[config.mk]
export PLATFORM = sky130hd
export DESIGN_NAME = dmem_dump_reader
export DESIGN_NICKNAME = d
export VERILOG_FILES = /design/src/rtl/dmem_dump_reader.sv
export SDC_FILE = /design/constraint.sdc
export NUM_CORES = 1
export LEC_CHECK = 0
export ABC_AREA = 1
export BUFFER_PORTS_ARGS = -buffer_cell sky130_fd_sc_hd__buf_4
export CAP_MARGIN = 20
export CORE_MARGIN = 2
export CORE_UTILIZATION = 50
export DETAILED_ROUTE_END_ITERATION = 6
export PLACE_DENSITY_LB_ADDON = 0.25
export SLEW_MARGIN = 10
export SYNTH_ARGS = -nofsm -noshare
export SYNTH_HDL_FRONTEND = slang
export SYNTH_SLANG_ARGS = --single-unit
export TNS_END_PERCENT = 50
[constraint.sdc]
create_clock -name clk -period 1.5 [get_ports clk]
set_input_delay 0.3 -clock clk [delete_from_list [all_inputs] [get_ports clk]]
set_output_delay 0.3 -clock clk [all_outputs]
set_load 0.05 [all_outputs]
[src/rtl/dmem_dump_reader.sv]
// Sequential readback engine for the data BRAM debug port, streaming words over valid/ready.
// Optional DUMP_CHECKSUM_EN adds a running modulo-2^DATA_WIDTH sum of transferred words.
module dmem_dump_reader #(
    parameter int ADDR_WIDTH = 10,
    parameter int DATA_WIDTH = 32,
    parameter int RD_LATENCY = 1
) (
    input  logic                  clk,
    input  logic                  rst_n,
    input  logic                  start,
    input  logic [ADDR_WIDTH-1:0] base_addr,
    input  logic [ADDR_WIDTH-1:0] word_count,
    input  logic                  abort,
    output logic                  busy,
    output logic                  done,
    output logic [ADDR_WIDTH-1:0] dbg_addr,
    input  logic [DATA_WIDTH-1:0] dbg_data,
    output logic                  m_valid,
    input  logic                  m_ready,
    output logic [DATA_WIDTH-1:0] m_data,
    output logic [ADDR_WIDTH-1:0] m_addr,
    output logic                  m_last,
    output logic [DATA_WIDTH-1:0] checksum
);

    typedef enum logic [1:0] {IDLE, READ, HOLD, DONE} state_t;

    localparam logic [1:0] LAT = 2'(RD_LATENCY);

    state_t                state, next_state;
    logic [ADDR_WIDTH-1:0] cur_addr;
    logic [ADDR_WIDTH-1:0] remaining;
    logic [1:0]            lat_cnt;
    logic [ADDR_WIDTH-1:0] start_addr;
    logic [ADDR_WIDTH-1:0] next_addr;
    logic                  aborting;

    assign start_addr = base_addr & ~ADDR_WIDTH'(3);
    assign next_addr  = cur_addr + ADDR_WIDTH'(4);
    assign aborting   = abort && (state != IDLE);

    always_ff @(posedge clk or negedge rst_n) begin
        if (!rst_n) state <= IDLE;
        else        state <= next_state;
    end

    always_comb begin
        next_state = state;
        case (state)
            IDLE: if (start) next_state = (word_count == '0) ? DONE : READ;
            READ: if (lat_cnt == LAT) next_state = HOLD;
            HOLD: if (m_valid && m_ready) next_state = m_last ? DONE : READ;
            DONE: next_state = IDLE;
            default: next_state = IDLE;
        endcase
        if (aborting) next_state = IDLE;
    end

    always_comb begin
        busy = (state != IDLE);
        done = (state == DONE);
    end

    // dbg_addr only moves on edges that enter READ, so the BRAM sees a stable address.
    always_ff @(posedge clk or negedge rst_n) begin
        if (!rst_n) begin
            dbg_addr  <= '0;
            m_data    <= '0;
            m_addr    <= '0;
            m_valid   <= 1'b0;
            m_last    <= 1'b0;
            cur_addr  <= '0;
            remaining <= '0;
            lat_cnt   <= '0;
        end else if (aborting) begin
            m_valid <= 1'b0;
            m_last  <= 1'b0;
        end else begin
            case (state)
                IDLE: begin
                    if (start) begin
                        cur_addr  <= start_addr;
                        remaining <= word_count;
                        lat_cnt   <= '0;
                        if (word_count != '0) dbg_addr <= start_addr;
                    end
                end
                READ: begin
                    if (lat_cnt == LAT) begin
                        m_data  <= dbg_data;
                        m_addr  <= cur_addr;
                        m_valid <= 1'b1;
                        m_last  <= (remaining == ADDR_WIDTH'(1));
                    end else begin
                        lat_cnt <= lat_cnt + 2'd1;
                    end
                end
                HOLD: begin
                    if (m_valid && m_ready) begin
                        m_valid   <= 1'b0;
                        m_last    <= 1'b0;
                        remaining <= remaining - ADDR_WIDTH'(1);
                        if (!m_last) begin
                            cur_addr <= next_addr;
                            dbg_addr <= next_addr;
                            lat_cnt  <= '0;
                        end
                    end
                end
                default: ;
            endcase
        end
    end

`ifdef DUMP_CHECKSUM_EN
    logic [DATA_WIDTH-1:0] sum_q;

    always_ff @(posedge clk or negedge rst_n) begin
        if (!rst_n)
            sum_q <= '0;
        else if (state == IDLE && start)
            sum_q <= '0;
        else if (state == HOLD && m_valid && m_ready && !abort)
            sum_q <= sum_q + m_data;
    end

    assign checksum = sum_q;
`else
    assign checksum = '0;
`endif

endmodule

# Yosys cells after proc, flatten, opt, wreduce, memory -nomap -nowiden
# Cells that the tools add are included.
[totals]
reg_bits = 78
inputBits = 57
out_inout_bits = 88
word_cells = 71
[classes]
add_sub_neg = 3
eq_ne = 13
mux = 29
bitwise_logic = 1
n_reduce_logical = 16
[op_table]
columns = ["operator", "n"]
rows = [
  ["10-bit 2-to-1 mux", 7],
  ["10-bit case mux with 2 select lines", 3],
  ["2-bit 2-to-1 mux", 10],
  ["6-bit AND reduction", 2],
  ["10-bit by 3-bit adder with 10-bit output, second input constant", 1],
  ["10-bit by 1-bit equality test with 1-bit output, second input constant", 1],
  ["10-bit logical NOT", 1],
  ["2-bit inequality test, second input constant", 5],
  ["10-bit nonzero test", 1],
  ["10-bit by 1-bit subtractor with 10-bit output, second input constant", 1],
  ["3-bit inequality test, second input constant", 3],
  ["3-bit AND reduction", 3],
  ["2-bit case mux with 4 select lines", 1],
  ["2-bit case mux with 3 select lines", 1],
  ["3-bit nonzero test", 2],
  ["1-bit 2-to-1 mux", 5],
  ["5-bit AND reduction", 1],
  ["2-bit by 1-bit equality test with 1-bit output, second input constant", 2],
  ["2-bit equality test, second input constant", 2],
  ["1-bit case mux with 2 select lines", 2],
  ["4-bit AND reduction", 1],
  ["2-bit nonzero test", 2],
  ["2-bit by 1-bit adder with 2-bit output, second input constant", 1],
  ["1-bit logical AND", 2],
  ["other kinds (2)", 2],
]

# Longest topological paths before layout
[logic_depth]
ltp_word = 5
depth_mapped = 9
depth_no_buf = 9

# Least setup slack after synthesis
# Ideal clock, no wire load.
[synth_timing]
path_type = "reg-to-reg"
from = "register m_valid"
to = "register dbg_addr[7]"
setup_time_ns = 0.118
arrival_ns = 1.462
required_ns = 1.382
setup_slack_ns = -0.080
stages_incl_launch_ff = 8
n_path_buf = 0
period_less_slack_ns = 1.580
cell_sequence = "dfrtp_1 > nand2_1 > o21ai_1 > nand3_2 > inv_2 > nand2_2 > nand2_1 > nand2_1"
[synth_between]
elab_chain_len = 3
[synth_lines]
columns = ["element", "line", "rtl"]
rows = [
  ["from (decl)", "18", "output logic m_valid,"],
  ["from (signal assigned)", "70", "m_valid <= 1'b0;"],
  ["from (signal assigned)", "76", "m_valid <= 1'b0;"],
  ["from (signal assigned)", "92", "m_valid <= 1'b1;"],
  ["1-bit logical AND", "99", "if (m_valid && m_ready) begin"],
  ["2-bit inequality test (no line)", "--", ""],
  ["6-bit AND reduction (no line)", "--", ""],
  ["to (signal assigned)", "85", "if (word_count != '0) dbg_addr <= start_addr;"],
  ["to (signal assigned)", "105", "dbg_addr <= next_addr;"],
  ["to (decl)", "16", "output logic [ADDR_WIDTH-1:0] dbg_addr,"],
]
# Every way passes these cells.
# A chain may end at the register's enable or synchronous reset.

# Worst setup path after layout
[layout_timing]
from = "register state[0]"
to = "register remaining[6]"
[layout_between]
elab_chain_len = 4
word_cells_on_any_way = 10
cone_classes = "3 x eq/ne; 1 x mux; 1 x bitwise; 5 x reduce/logical"
[layout_lines]
columns = ["element", "line", "rtl"]
rows = [
  ["from (decl)", "30", "state_t state, next_state;"],
  ["from (signal assigned)", "44", "else state <= next_state;"],
  ["branches (longest 4 deep; another with 4-bit AND reduction)", "--", ""],
  ["to (signal assigned)", "83", "remaining <= word_count;"],
  ["to (signal assigned)", "102", "remaining <= remaining - ADDR_WIDTH'(1);"],
  ["to (decl)", "32", "logic [ADDR_WIDTH-1:0] remaining;"],
]
# Parallel ways; which one is timed is not known.

==> run_results.csv <==
group,metric,value,unit
worst_setup_path,rr_worst_depth,8,
layout,final_layout_size_suffix_gt1_frac,0.3266,
global_routing,grt_start_max_net_pins,79,
worst_setup_path,crit_path_start_kind,"flop",
sta,period_share,1.023,
global_routing,track_usage,0.2166,
global_routing,grt_pass1_vias,3432,
pwr,finalPower,0.01261,W
status,status,"finished, violations left",
sta,final_max_slew_viol_count,0,
clock_tree,clk_pin_slew,0.09,ns
worst_setup_path,cp_slowest_cell,"dfrtp_2",
synthesis,netlist_area,3897,sq um
synthesis,avgSynthCellArea,7.733,sq um
route,vias,3579,
global_routing,grt_first_pass_wirelength,14860,microns
job,maxCapViolations,0,
clock_tree,clockBufferDepth,2,
synthesis,synthCells,504,
worst_setup_path,r2r_end,"remaining[6]",
sta,rsz0062_at_grt,"true",
synthesis,synth-seq-cells,78,
route,drt-initial-drc-count,155,
synthesis,yosysSeqAreaShare,0.5008,
clock_tree,cts_inserted_buffers,9,
worst_setup_path,rr_startpoint,"state[0]",
layout,insertedDiodeCount,0,
min_path,holdPathStages,2,
clock_tree,clock-sinks,78,
placement,io_buffer_count,110,
worst_setup_path,r2r_slack,-0.04,ns
global_routing,antenna_found_initial,0,
route,routed_via_density,4.785,
worst_setup_path,slowest_delay,0.44,ns
floorplan,die-area,8517,sq um
floorplan,rows,32,
layout,stdcell_count,748,
route,drc,0,
synthesis,yosys.area.top_type_share,0.5008,
synthesis,synth_area_leaders,"dfrtp_1 50%, nand2_1 20%, buf_4 6.7%",
min_path,hold_path_end,"cur_addr[1]",
layout,utilization,0.7022,
floorplan,start_util,0.5097,
clock_tree,clock_latency,0.35,ns
floorplan,io_pins,145,
route,wl,9611,microns
status,failed_checks,"setup timing",
placement,dp_cells,716,
placement,place_ws,0.03340,ns
sta,skew,0.01666,ns
worst_setup_path,crit_path_max_fanout,8,
min_path,min_from,"start",
layout,areaGrowthSynthToFinish,37.78,%
synthesis,yosys.area.top_type,"dfrtp_1",
sta,fmax,0.6514,GHz
worst_setup_path,arrival,1.81,ns
worst_setup_path,crit_chain,"buf_6 > nor2_4 > buf_6 > buf_8 > nand3_2 > o22ai_2 > nand2_1 > o21ai_0",
clock_tree,h-tree-depth,3,
route,ant_nets,0,
sta,setup_viol,2,
worst_setup_path,crit_type,"flop to flop",
sta,worst_slack,-0.03516,ns
pwr,p_leak,2.914,nW
layout,nets,702,
worst_setup_path,path_buf_inv,3,
route,wl_per_cell,12.85,microns
pwr,p_per_area,2348,nW/um^2
layout,n_fill_cell,628,
pwr,peakVddDrop,0.001400,V
placement,dp_hpwl,6287,microns
sta,layout_min_cycle_time,1.535,ns
sta,hold_violations,0,
clock_tree,cts_root_buf,"clkbuf_8",
synthesis,synth_warnings,0,
route,dr.pass1.iters,4,
min_path,holdCritPathClass,"input pin to flop",
floorplan,chipWidth,92.29,microns
worst_setup_path,cp-end-kind,"flop",
worst_setup_path,cp_common_cell,"buf_6",
placement,gp_congestion,0.8738,
clock_tree,cts_tree,"built",
sta,final.setup.tns,-0.04160,ns
floorplan,coreArea,7647,sq um
worst_setup_path,crit_family,"flip-flops",
worst_setup_path,crit_required,1.77,ns
floorplan,die_y,92.29,microns
global_routing,gr-total-overflow,0,
synthesis,synthDistinctLibCells,25,
## per-stage QoR
| stage | cell area (sq um) | hold slack [ns] |
|---|---|---|
| floorplan | 4018 | 0.004409 |
| global placement | 4797 | 0.3548 |
| detailed placement | 4797 | 0.3564 |
| CTS | 5039 | 0.1172 |
| global route | 5370 | 0.1198 |
| finish | 5370 | 0.1356 |
## repair_timing
action / 4_1_cts / 5_1_grt
gates cloned: 0 / 3
pin swaps: 1 / 13
buffers inserted: 3 / 10
endpoints found under the setup margin: 3 / 64
resized for setup: 6 / 61
hold endpoints to repair: 78 / 0
hold buffers: 1 / 0
## synthesized netlist by cell type
library cell,count
o21ai_0,30
ha_1,4
inv_1,36
conb_1,1
nand4_1,3
clkbuf_1,3
nand2_1,212
inv_2,5
nand3_1,25
buf_6,2
nand3b_1,1
nand2_2,4
dfrtp_1,78
o22ai_1,1
a21oi_1,14
o211ai_1,1
buf_2,7
buf_4,35
or2_2,2
nor2_1,26
o21ai_1,8
nand3_2,2
nor2_2,2
nor2_4,1
and2_1,1
## cell usage in the layout, fill, tap and decap left out, types with 2 or more instances in the layout
cell	Yosys	routed
nand2_1	212	195
buf_4	35	123
dfrtp_1	78	75
inv_1	36	35
conb_1	1	32
o21ai_0	30	22
nor2_1	26	21
nand3_1	25	20
nand2_2	4	17
a21oi_1	14	13
o21ai_1	8	11
clkbuf_8	0	11
buf_6	2	9
nand3_2	2	7
nor2_2	2	6
o21ai_2	0	5
nand2_4	0	4
ha_1	4	4
buf_12	0	4
inv_2	5	3
clkinv_4	0	3
nand4_1	3	3
clkbuf_16	0	3
dfrtp_2	0	3
inv_4	0	2
nor2_4	1	2
or2_2	2	2
clkinvlp_4	0	2
buf_8	0	2
## cell type report
cell class / count / area, sq um / share of cell area
sequential: 78 / 1956 / 0.3642
clock inverter: 5 / 41.29 / 0.007689
tap: 102 / 127.6 / 0.02377
timing repair buffer: 142 / 1220 / 0.2272
inverter: 41 / 163.9 / 0.03052
multi-input combinational: 369 / 1710 / 0.3185
clock buffer: 11 / 151.4 / 0.02819
## metal layers
layer  GRT usage  share of wire  vias up
met5           0              0        -
met4     0.06716         0.0099        0
met3     0.07404          0.075        8
met2      0.3640           0.50      133
met1      0.2644           0.41     1659
li1            -              -     1779
## power by group
part / internal [W] / switching [W]
combinational: 0.00252 / 0.00496
sequential: 0.00302 / 0.000606
clock: 0.000703 / 0.000794
## how the worst max path moves through the flow
stage              from            to  slack (ns)  cells past startpoint
6_report       state[0]  remaining[6]       -0.04                      8
5_1_grt        state[0]  remaining[6]       -0.11                      8
4_1_cts        state[0]          busy       0.008                      4
3_5_place_dp   state[0]   dbg_addr[7]        0.03                      6
3_3_place_gp   state[0]   dbg_addr[7]        0.07                      6
2_1_floorplan   m_valid   dbg_addr[7]        0.08                      7
## kinds of logic (layout without fill, tap and decap cells)
family,after synthesis,count (layout),synth area share
other,1,32,0.0009622
flip-flops,78,78,0.5008
buffers and inverters,88,199,0.1246
AO/OA/AOI/OAI,54,54,0.07031
AND/OR/NAND/NOR,279,279,0.2905
adder cells (fa/ha/maj),4,4,0.01284
## flip-flops by register name (all words and copies together), names as in the netlist
| signal | flops |
|---|---|
| cur_addr | 10 |
| dbg_addr | 10 |
| lat_cnt | 2 |
| m_addr | 10 |
| m_data | 32 |
| m_last | 1 |
| m_valid | 1 |
| remaining | 10 |
| state | 2 |
Power figures use the tool's default switching activity.
